==> src/rtl/input_buffer_port_pkg.sv <==
// Shared router constants and the input-buffer FSM encoding.
// Imported by the input buffer and its FIFO.
package input_buffer_port_pkg;

   localparam int TAM_FLIT_DEF     = 16;
   localparam int NPORT            = 5;
   localparam int BUFFER_DEPTH_DEF = 16;
   localparam int IB_NSTATES       = 5;
   localparam int IB_STATE_W       = $clog2(IB_NSTATES);

   typedef enum logic [IB_STATE_W-1:0] {
      IB_IDLE      = 3'd0,
      IB_REQ       = 3'd1,
      IB_SEND_HDR  = 3'd2,
      IB_SEND_SIZE = 3'd3,
      IB_PAYLOAD   = 3'd4
   } ib_state_t;

endpackage

==> src/rtl/input_buffer_port_buffer_fifo.sv <==
// Circular flit FIFO: storage, wrapping pointers and occupancy count.
// The head flit is always presented; it is meaningless while empty.
module buffer_fifo
   import input_buffer_port_pkg::*;
#(
   parameter int WIDTH = TAM_FLIT_DEF,
   parameter int DEPTH = BUFFER_DEPTH_DEF,
   parameter int PTR_W = $clog2(DEPTH),
   parameter int CNT_W = $clog2(DEPTH) + 1
) (
   input  logic             clock,
   input  logic             reset,
   input  logic             push,
   input  logic             pop,
   input  logic [WIDTH-1:0] din,
   output logic [WIDTH-1:0] head,
   output logic             full,
   output logic             empty,
   output logic [CNT_W-1:0] count
);

   logic [WIDTH-1:0] mem [DEPTH];
   logic [PTR_W-1:0] wr_ptr_r;
   logic [PTR_W-1:0] rd_ptr_r;
   logic [CNT_W-1:0] count_r;

   // Pointer and occupancy update; pointers wrap naturally because DEPTH is a power of two.
   always_ff @(posedge clock or posedge reset) begin
      if (reset) begin
         wr_ptr_r <= '0;
         rd_ptr_r <= '0;
         count_r  <= '0;
      end else begin
         if (push) begin
            wr_ptr_r <= wr_ptr_r + PTR_W'(1);
         end
         if (pop) begin
            rd_ptr_r <= rd_ptr_r + PTR_W'(1);
         end
         case ({push, pop})
            2'b10:   count_r <= count_r + CNT_W'(1);
            2'b01:   count_r <= count_r - CNT_W'(1);
            default: count_r <= count_r;
         endcase
      end
   end

   // Flit storage, not reset: contents are only visible through count-qualified reads.
   always_ff @(posedge clock) begin
      if (push) begin
         mem[wr_ptr_r] <= din;
      end
   end

   assign head  = mem[rd_ptr_r];
   assign full  = (count_r == CNT_W'(DEPTH));
   assign empty = (count_r == CNT_W'(0));
   assign count = count_r;

endmodule

==> src/rtl/input_buffer_port.sv <==
// Router input port: credit-based receive into a FIFO, h/ack_h routing request,
// and packet streaming toward the crossbar with sender held for the whole packet.
module input_buffer_port
   import input_buffer_port_pkg::*;
#(
   parameter int TAM_FLIT     = TAM_FLIT_DEF,
   parameter int BUFFER_DEPTH = BUFFER_DEPTH_DEF
) (
   input  logic                clock,
   input  logic                reset,
   input  logic                rx,
   input  logic [TAM_FLIT-1:0] data_in,
   output logic                credit_o,
   output logic                h,
   input  logic                ack_h,
   output logic                data_av,
   output logic [TAM_FLIT-1:0] data_out,
   input  logic                data_ack,
   output logic                sender
);

   localparam int CNT_W = $clog2(BUFFER_DEPTH) + 1;

   logic                push_s;
   logic                pop_s;
   logic                full_s;
   logic                empty_s;
   logic [TAM_FLIT-1:0] head_s;
   logic [CNT_W-1:0]    count_s;

   ib_state_t           state_r;
   ib_state_t           state_next_s;
   logic                h_r;
   logic                h_next_s;
   logic                sender_r;
   logic                sender_next_s;
   logic [TAM_FLIT-1:0] remaining_r;
   logic [TAM_FLIT-1:0] remaining_next_s;
   logic                data_av_s;

   buffer_fifo #(
      .WIDTH (TAM_FLIT),
      .DEPTH (BUFFER_DEPTH)
   ) u_fifo (
      .clock (clock),
      .reset (reset),
      .push  (push_s),
      .pop   (pop_s),
      .din   (data_in),
      .head  (head_s),
      .full  (full_s),
      .empty (empty_s),
      .count (count_s)
   );

   assign credit_o = !full_s;
   assign push_s   = rx & !full_s;
   assign pop_s    = data_av_s & data_ack;
   assign data_av  = data_av_s;
   assign data_out = head_s;
   assign h        = h_r;
   assign sender   = sender_r;

   // Flits are offered only while streaming a granted packet and the FIFO holds data.
   always_comb begin
      data_av_s = 1'b0;
      case (state_r)
         IB_SEND_HDR, IB_SEND_SIZE, IB_PAYLOAD: data_av_s = !empty_s;
         default:                               data_av_s = 1'b0;
      endcase
   end

   // FSM, request/sender flags and payload countdown registers.
   always_ff @(posedge clock or posedge reset) begin
      if (reset) begin
         state_r     <= IB_IDLE;
         h_r         <= 1'b0;
         sender_r    <= 1'b0;
         remaining_r <= '0;
      end else begin
         state_r     <= state_next_s;
         h_r         <= h_next_s;
         sender_r    <= sender_next_s;
         remaining_r <= remaining_next_s;
      end
   end

   // Next-state logic; leaving a packet always lands in IDLE so sender is seen low for a cycle.
   always_comb begin
      state_next_s     = state_r;
      h_next_s         = h_r;
      sender_next_s    = sender_r;
      remaining_next_s = remaining_r;
      case (state_r)
         IB_IDLE: begin
            sender_next_s = 1'b0;
            if (!empty_s) begin
               state_next_s = IB_REQ;
               h_next_s     = 1'b1;
            end else begin
               state_next_s = IB_IDLE;
               h_next_s     = 1'b0;
            end
         end
         IB_REQ: begin
            if (ack_h) begin
               state_next_s  = IB_SEND_HDR;
               h_next_s      = 1'b0;
               sender_next_s = 1'b1;
            end else begin
               state_next_s = IB_REQ;
               h_next_s     = 1'b1;
            end
         end
         IB_SEND_HDR: begin
            if (pop_s) begin
               state_next_s = IB_SEND_SIZE;
            end else begin
               state_next_s = IB_SEND_HDR;
            end
         end
         IB_SEND_SIZE: begin
            if (pop_s) begin
               remaining_next_s = head_s;
               if (head_s == TAM_FLIT'(0)) begin
                  state_next_s  = IB_IDLE;
                  sender_next_s = 1'b0;
               end else begin
                  state_next_s = IB_PAYLOAD;
               end
            end else begin
               state_next_s = IB_SEND_SIZE;
            end
         end
         IB_PAYLOAD: begin
            if (pop_s) begin
               remaining_next_s = remaining_r - TAM_FLIT'(1);
               if (remaining_r == TAM_FLIT'(1)) begin
                  state_next_s  = IB_IDLE;
                  sender_next_s = 1'b0;
               end else begin
                  state_next_s = IB_PAYLOAD;
               end
            end else begin
               state_next_s = IB_PAYLOAD;
            end
         end
         default: begin
            state_next_s     = IB_IDLE;
            h_next_s         = 1'b0;
            sender_next_s    = 1'b0;
            remaining_next_s = '0;
         end
      endcase
   end

endmodule

==> config.mk <==
export PLATFORM = sky130hd
export DESIGN_NAME = input_buffer_port
export DESIGN_NICKNAME = d
export VERILOG_FILES = /design/src/rtl/input_buffer_port_pkg.sv /design/src/rtl/input_buffer_port_buffer_fifo.sv /design/src/rtl/input_buffer_port.sv
export SDC_FILE = /design/constraint.sdc
export NUM_CORES = 1
export LEC_CHECK = 0
export CELL_PAD_IN_SITES_DETAIL_PLACEMENT = 1
export CELL_PAD_IN_SITES_GLOBAL_PLACEMENT = 1
export CORE_UTILIZATION = 50
export CTS_CLUSTER_SIZE = 8
export DETAILED_ROUTE_END_ITERATION = 6
export GPL_TIMING_DRIVEN = 0
export PLACE_DENSITY = 0.75
export SYNTH_ARGS = -nofsm -noshare
export SYNTH_HDL_FRONTEND = slang
export SYNTH_SLANG_ARGS = --single-unit
==> constraint.sdc <==
create_clock -name clock -period 3.65 [get_ports clock]
set_input_delay 0.73 -clock clock [delete_from_list [all_inputs] [get_ports clock]]
set_output_delay 0.73 -clock clock [all_outputs]
set_load 0.05 [all_outputs]
# After elaboration in Yosys (flattened, before gate mapping)
# Memories as Yosys holds them, arrays and structs flattened.
# Cells that the tools add are included.
# classes
add_sub_neg,5
n_eq_ne,13
mux,24
bitwise,4
n_reduce_logical,10
# op_table
operator,count
$pmux W16 S3,1
$mux W16,2
$eq A16 B1 Y1 const B,1
$logic_not A16 Y1,1
$sub A16 B1 Y16 const B,1
$pmux W3 S5,1
$mux W1,12
$mux W3,4
$pmux W5 S2,1
$add A4 B1 Y4 const B,2
$eq A3 B2 Y1 const B,2
$ne A2 B2 Y1 const B,3
$reduce_and A6 Y1,1
$reduce_or A3 Y1,2
$add A5 B1 Y5 const B,1
$eq A5 B5 Y1 const B,1
$logic_not A5 Y1,1
$sub A5 B1 Y5 const B,1
$ne A2 B1 Y1 const B,2
$pmux W1 S4,1
$eq A3 B1 Y1 const B,1
$eq A3 B3 Y1 const B,1
$logic_not A3 Y1,1
$pmux W1 S3,1
other kinds (8),11
# word_totals
reg_bits,34
ram_bits,256
out_inout_bits,20
n_memories,1
# memory_table
name,depth,word_bits,read_ports,rd_ports_with_merged_regs,write_ports,line,rtl
u_fifo.mem,16,16,1,0,1,input_buffer_port_buffer_fifo.sv:22,logic [WIDTH-1:0] mem [DEPTH];

# Depth between registers and ports, before layout
# depth
depth_word,6
ltp_mapped,16

# Modules after synthesis
# Synthesis repeated with hierarchy kept, for this count alone.
# unflattened
hier_cells,658
hier_area_um2,11980.2
# modules_own_cells
mod,n_inst,cells_per_inst,area_per_inst_um2,seq_area_each_um2
buffer_fifo,1,488,10486.3,8012.7
input_buffer_port,1,170,1493.9,525.5

# Least setup slack after synthesis
# No wires, ideal clock.
# synth_path
path_type,reg-to-reg
startpoint,register u_fifo.count_r[1] (netlist: u_fifo.count[1])
endpoint,register u_fifo.count_r[4] (netlist: u_fifo.count[4])
arrival_time_ns,3.236
required_time_ns,3.525
setup_slack_ns,0.289
path_stages_with_launch,17
period_less_slack_ns,3.361
path_cell_list,dfrtp_1 clkbuf_1 nor4_1 nand2_1 and2_1 clkbuf_1 inv_1 ha_1 clkbuf_1 xor2_1 ha_1 o21a_1 o22a_1 a21oi_1 xor2_1 nor2_1 xor2_1
# synth_lines
element,line,rtl
from (decl),input_buffer_port_buffer_fifo.sv:25,logic [CNT_W-1:0] count_r;
from (signal assigned),input_buffer_port_buffer_fifo.sv:41,2'b10: count_r <= count_r + CNT_W'(1);
from (signal assigned),input_buffer_port_buffer_fifo.sv:42,2'b01: count_r <= count_r - CNT_W'(1);
from (signal assigned),input_buffer_port_buffer_fifo.sv:43,default: count_r <= count_r;
$eq A5 B5 Y1 (*),input_buffer_port_buffer_fifo.sv:56,assign full = (count_r == CNT_W'(DEPTH));
$logic_not A1 Y1 (*),--,
named net credit_o,input_buffer_port.sv:13,"output logic credit_o,"
$and A1 B1 Y1 (*),input_buffer_port.sv:57,assign push_s = rx & !full_s;
$eq A2 B1 Y1 / $eq A2 B2 Y1 (equally long branches),input_buffer_port_buffer_fifo.sv:40,"case ({push, pop})"
$pmux W5 S2 / $reduce_bool A2 Y1 (equally long branches),--,
# Mark *: on every way through the listed nets, which the timed path passes. The rest lies on a longest branch.
# A chain may end at the register's enable or synchronous reset.

# Final worst setup path
# layout_path
startpoint,register u_fifo.rd_ptr_r[0]
endpoint,output port data_out[13]
# layout_between
elab_chain_cells,1
# layout_rtl
element,line,rtl
from (decl),input_buffer_port_buffer_fifo.sv:24,logic [PTR_W-1:0] rd_ptr_r;
from (signal assigned),input_buffer_port_buffer_fifo.sv:38,rd_ptr_r <= rd_ptr_r + PTR_W'(1);
$mem_v2 Z16 W16,--,
to (decl),input_buffer_port.sv:17,"output logic [TAM_FLIT-1:0] data_out,"
# No other way between the ends.

==> run metrics <==
number of vias after detailed routing=6773; source of the worst register-to-register timing path=u_fifo.count[1]$_DFFE_PP0P_; DRC viols=0; antenna violations before repair=0; sequential standard cell area=between 0.008 and 0.009 sq mm; Finish-stage setup viols=0; startpoint of the tightest hold check path=remaining_r[8]$_DFFE_PP0P_; initial standard-cell utilization of the core=0.507; worst relative slew slack=0.470; Critical Path Start Type=flip-flop; Yosys warnings=0; Internal Power=about 8 mW; part of the total power dissipated in the clock network=0.272; number of enable flip-flop cells after synthesis=256; count of H-tree levels built during CTS=2; critical-path maximum fanout=8; number of port buffers=40; source of the critical timing path=u_fifo.rd_ptr_r[0]$_DFFE_PP0P_; maximum VDD drop=around 550 uV; clock slew at reported path FFs=50 ps; Routability Congestion=approximately 0.85; critical setup path kind=reg2out; share of flip-flops with an asynchronous set or reset after synthesis=0.117; crit-path cells=buf_8 > mux4_2 > a22oi_1 > nand2_1 > clkdlybuf4s50_1; Horiz. Die Dim=approximately 160 um; DRT Pass-1 Iters=4; sequential element share of the synthesized area=0.720; post-layout min period=about 3600 ps; Syn Area/Cell=17.8 sq um; slew at the pin closest to its max-slew limit=approximately 800 ps; post-synthesis instance area=approximately 0.012 sq mm; insertion delay to the later sink of the worst-skew pair=about 520 ps; number of global-route vias before repair=~7200; run status=completed; worst hold path cell count=2; drt first-iter violations=535; overall die height=between 150 and 200 um; share of total power in combinational logic=0.393; number of antenna diodes=0; maximum root-to-sink buffer count=3; number of synthesized register bits=290; clock tree from TritonCTS=built; net count of the finished layout=between 800 and 900; cells on worst reg2reg path=13; die area=~0.024 sq mm; required time at the worst-slack endpoint=~2900 ps; Yosys top cell area share=0.648; Crit. End Element=output port; fraction of final layout cells with drive strength greater than 1=0.236; Worst Hold Slack=between 500 and 600 ps; total power per unit cell area=between 800 and 900 mW/mm^2; Cell Rows=56; clock root cell=clkbuf_16; Hold Path Class=reg2reg; crit-path max cell delay=770 ps; final antenna-violating net count=0; total area of multi-input combinational cells=between 0.003 and 0.004 sq mm; setup TNS=0 ps; first-pass GRT wire length=between 40 and 50 mm; Pins Over Slew Limit=0; Area Overhead vs Synth=20.3%; final WL=between 30 and 40 mm; Worst Path Arrival=between 2000 and 3000 ps; Mapped Nets=roughly 700; largest net degree at the start of global routing=21; count of max-cap constraint violations=0; post-synthesis cell type count=between 50 and 60; final number of hold-violating endpoints=0; placed wire-length estimate=21.2 mm; post-route clock skew=roughly 17 ps; count of mapped cells out of synthesis=about 670; mean routed wirelength per cell=around 28 um; Sink Count=290; count of pins on the block boundary=a little over 40; Via-to-Cell Ratio=between 6 and 7; total global routing overflow=0; overall track demand over capacity in global routing=0.268; most common flop cell mapped by yosys=edfxtp_1; filler instances=approximately 2100; cells taking the most area after synthesis=edfxtp_1 (65%), mux4_2 (8.9%), dfrtp_1 (7.2%); leakage component of the power=4.92 nW; Period Utilization, post-route=0.995; cell taking the most area after synthesis=edfxtp_1; Sw Ratio=0.375; total CTS buffers=42; switching power=roughly 4.8 mW; cell type of the slowest stage on the worst timing path=clkdlybuf4s50_1; Seq pwr share=0.336; Floorplan Core Area=between 0.02 and 0.025 sq mm; Max Clock Freq=275 MHz
[cells in the mapped netlist (3+ instances only)]
cell and instances:
edfxtp_1 256, mux4_2 47, nor2_1 39, dfrtp_1 34
a22oi_1 33, o21ai_0 32, nand2_1 31, clkbuf_1 20
a21oi_1 18, inv_1 12, mux4_1 12, ha_1 11
mux2i_1 10, nor3_1 10, a221oi_1 7, buf_2 7
xor2_1 7, nand2b_1 6, nor2b_1 6, xnor2_1 6
buf_1 5, a32oi_1 4, nor4_1 4, o21bai_1 4
a21o_1 3, a31oi_1 3, and2_1 3, nand4_1 3
o21a_1 3
[power groups by stage]
stage | sequential [mW] | clock (mW) | combinational, mW
floorplan | 4.28 | 0 | 3.17
global placement | 4.29 | 0 | 4.60
detailed placement | 4.31 | 0 | 4.90
CTS | 4.26 | 3.50 | 4.91
global route | 4.29 | 3.60 | 5.28
finish | 4.26 | 3.45 | 4.99
[state kept, by name, indices dropped and copies added (netlist names)]
signal and count:
remaining_r 16, u_fifo.wr_ptr_r 4, h 1, u_fifo.count 5, u_fifo.mem 256, state_r 3, u_fifo.rd_ptr_r 4, sender 1
[final cells by class]
class / count / share of cell area
tap: 319 / 0.0280
buffer: 35 / 0.0187
inverter: 12 / 0.00315
clock inverter: 2 / 0.00123
clock buffer: 59 / 0.0796
sequential: 290 / 0.598
multi-input combinational: 327 / 0.224
timing repair buffer: 62 / 0.0471
[what timing repair did]
item                                    in CTS  in global routing
buffers inserted                             0                  1
pin swaps                                    0                  1
hold endpoints to repair                     0                  0
hold buffers                                 0                  0
endpoints found under the setup margin      17                 14
gates cloned                                 0                  0
gates resized for setup                     94                 26
[through the flow]
stage               std cells   util  setup WS, ps  power (mW)  area (sq um)
global placement         1025  0.541         -1340        8.89         12700
floorplan                 666      -           289        7.45         11900
finish                   1106  0.610          17.2        12.7         14300
detailed placement       1046  0.558          -735        9.22         13000
global route             1106  0.610         -12.1        13.2         14300
CTS                      1107  0.609          -134        12.7         14200
[worst paths after layout]
kind | end | slack [ps]
max in group asynchronous | remaining_r[4]$_DFFE_PP0P_ | 2490
min in group asynchronous | u_fifo.wr_ptr_r[0]$_DFFE_PP0P_ | 610
worst max register to register | u_fifo.count[4]$_DFFE_PP0P_ | 300
worst max-delay path | data_out[13] | 20
worst min register to register | remaining_r[8]$_DFFE_PP0P_ | 540
worst min-delay path | remaining_r[8]$_DFFE_PP0P_ | 540
[worst max-delay path, delay by kind of cell, from the launching register on]
family | cells | cell delay (ps)
AO/OA/AOI/OAI | 1 | 240
buffers and inverters | 2 | 950
flip-flops | 1 | 430
multiplexers | 1 | 510
AND/OR/NAND/NOR | 1 | 240
[per-layer routing]
metal	up-vias	wire, um	track usage
met5	-	0	0
met4	0	853	0.0854
met3	61	1650	0.0461
met2	215	16000	0.468
met1	3604	12800	0.342
li1	2893	-	-
[cells by family after synthesis]
group / share of synthesized area
flops: 0.720
compound gates: 0.0664
simple gates: 0.0460
mux: 0.126
buf+inv: 0.0206
xor+xnor: 0.00960
fa+ha+maj: 0.0116
[layout by cell type, fill, tap and decap left out, types with 5 or more instances in the layout]
cell             netlist  routed
edfxtp_1             256     256
mux4_2                47      47
clkbuf_16              0      43
dfrtp_1               34      34
a22oi_1               33      33
o21ai_0               32      32
clkbuf_1              20      27
nor2_1                39      27
nand2_1               31      27
clkdlybuf4s50_1        0      25
a21oi_1               18      18
buf_2                  7      14
inv_1                 12      12
mux4_1                12      12
nor2_2                 0      12
buf_8                  0      11
buf_6                  2      10
ha_1                  11      10
mux2i_1               10       8
buf_4                  1       7
clkbuf_2               0       7
xor2_1                 7       7
nand2b_1               6       6
nor3_1                10       6
xnor2_1                6       6
nor2b_1                6       5
Note: power is estimated with default switching activity, not from simulation.
==> patch (config.mk and constraints unchanged) <==
Put a register stage on the output `credit_o`, cleared by the reset. The value now appears one clock later. The other outputs are not delayed to match.
--- a/src/rtl/input_buffer_port.sv
+++ b/src/rtl/input_buffer_port.sv
@@ -53,7 +53,13 @@
       .count (count_s)
    );
 
-   assign credit_o = !full_s;
+   always_ff @(posedge clock or posedge reset) begin
+      if (reset) begin
+         credit_o <= '0;
+      end else begin
+         credit_o <= !full_s;
+      end
+   end
    assign push_s   = rx & !full_s;
    assign pop_s    = data_av_s & data_ack;
    assign data_av  = data_av_s;
Function: changed (Yosys sat finds a counterexample within 4 cycles, from zero or initial values and one cycle with reset high).
==> patch against the original RTL <==
Via count grew 0.22%. Sequential power grew 2%. Routed wire length increased by 1.6%. Area after synthesis down 0.17%. Worst setup slack better by 50 ps. Global-route usage rose by 0.62 points. Die area is 0.17% lower. Largest cell class unchanged. Clock power about the same. Final area barely moved. Power increased by 1.6%. Critical path depth is 2 higher. Sequential cell count grew 1. Count of clock-buffer cells in the layout decreased by 1.
==> patch: results (changes against the original RTL) <==
Parameter                              Value

Logic synthesis
  Share of the synthesized area in compound gates (AO/OA/AOI/OAI)    6.41% (-0.23 points)
  Library cells used by synthesis    49 (-3.9%)
  Share of synthesized cell area in full adder, half adder and majority cells    1.16% (+0.0020 points)
  Async S/R FF share, synth    12.0% (+0.30 points)
  Mux cell area share after synthesis    13.0% (+0.34 points)

Place
  Placer's final routability congestion estimate    0.857 (+0.57%)
  Area post-placement    13000 um2 (-0.33%)
  Worst setup slack after placement    -1180 ps (-448 ps)
  Number of placed instances with taps included    1035 (-1.1%)

Setup path
  Flop-to-flop setup slack    360 ps (+60 ps)
  Worst-path maximum fanout    10 (+2)
  Critical Path End    data_out[11]
  Critical path arrival    2850 ps (-50 ps)
  Cell type of the slowest stage on the worst timing path    sky130_fd_sc_hd__dfrtp_1

Power and ir drop
  Peak supply drop    0.000411 V (-25%)
  Standby leakage power    4.86 nW (-1.1%)

Drt
  First-pass detailed-route iteration total    5 (+1)
  Routed length on met1    12300 um (-3.5%)
  Mean routed wirelength per cell    29.0 um (+2.8%)
  Via density    6.21 (+1.4%)

Cells and area
  Final std cells w/o fill    1093 (-1.2%)
  Number of nets in the layout    796 (-0.75%)
  Count of filler cells inserted in the layout    1990 (-4.4%)
  Layout cells sized above 1    25.5% (+1.9 points)

Global routing
  Largest net degree at the start of global routing    36 (+71%)
  Number of global-route vias before repair    7351 (+1.7%)

Timing
  Max-slew headroom    41.3% (-5.7 points)
  Fmax    279 MHz (+1.4%)
  Post-route clock skew    16.4 ps (-1.06 ps)

Clock tree
  Number of cells upsized or downsized after cts    73 (-22%)

Run status
  Outcome    complete, no violations
==> patch: tightest hold or removal path: cells and delay by family, from the launching register on <==
kind / cells / cell delay (ps)
flip-flops: 1 / 350
AO/OA/AOI/OAI: 2 / 140
==> patch: metal layers <==
layer  vias to the layer above  global-route usage [%]
li1                       2878                       -
met1                      3555                    34.4
met2                       277                    47.4
met3                        78                    5.08
met4                         0                    10.5
met5                         -                       0
==> patch: cell families after synthesis <==
family | Yosys count
buf+inv | 49
mux | 78
compound gates | 115
flops | 291
simple gates | 105
xor+xnor | 13
fa+ha+maj | 11
==> patch: final cells by class <==
| type | count | area, um2 | share of cell area (%) |
|---|---|---|---|
| plain buffers | 36 | 244 | 1.71 |
| inverters | 10 | 37.5 | 0.263 |
| multi-input cells | 322 | 3170 | 22.2 |
| repair buffers | 61 | 703 | 4.93 |
| clock inverters | 2 | 16.3 | 0.114 |
| well taps | 313 | 392 | 2.75 |
| flip-flops and latches | 291 | 8570 | 60.1 |
| clock buffers | 58 | 1130 | 7.94 |
==> patch: worst min path at each step <==
stage                       to             from  slack (ps)  depth (start not counted)
2_1_floorplan  remaining_r[11]  remaining_r[11]         470                          2
3_3_place_gp                 h                h         490                          2
3_5_place_dp   remaining_r[10]  remaining_r[10]         520                          2
4_1_cts        remaining_r[10]  remaining_r[10]         530                          2
5_1_grt         remaining_r[9]   remaining_r[9]         580                          2
6_report       remaining_r[11]  remaining_r[11]         530                          2
==> patch: power by group through the flow <==
stage,Sequential (mW),Clock [mW],Combinational [mW]
global placement,4.35,0,4.64
detailed placement,4.37,0,4.97
finish,4.35,3.46,5.09
floorplan,4.34,0,3.21
global route,4.39,3.60,5.36
CTS,4.32,3.49,5.01
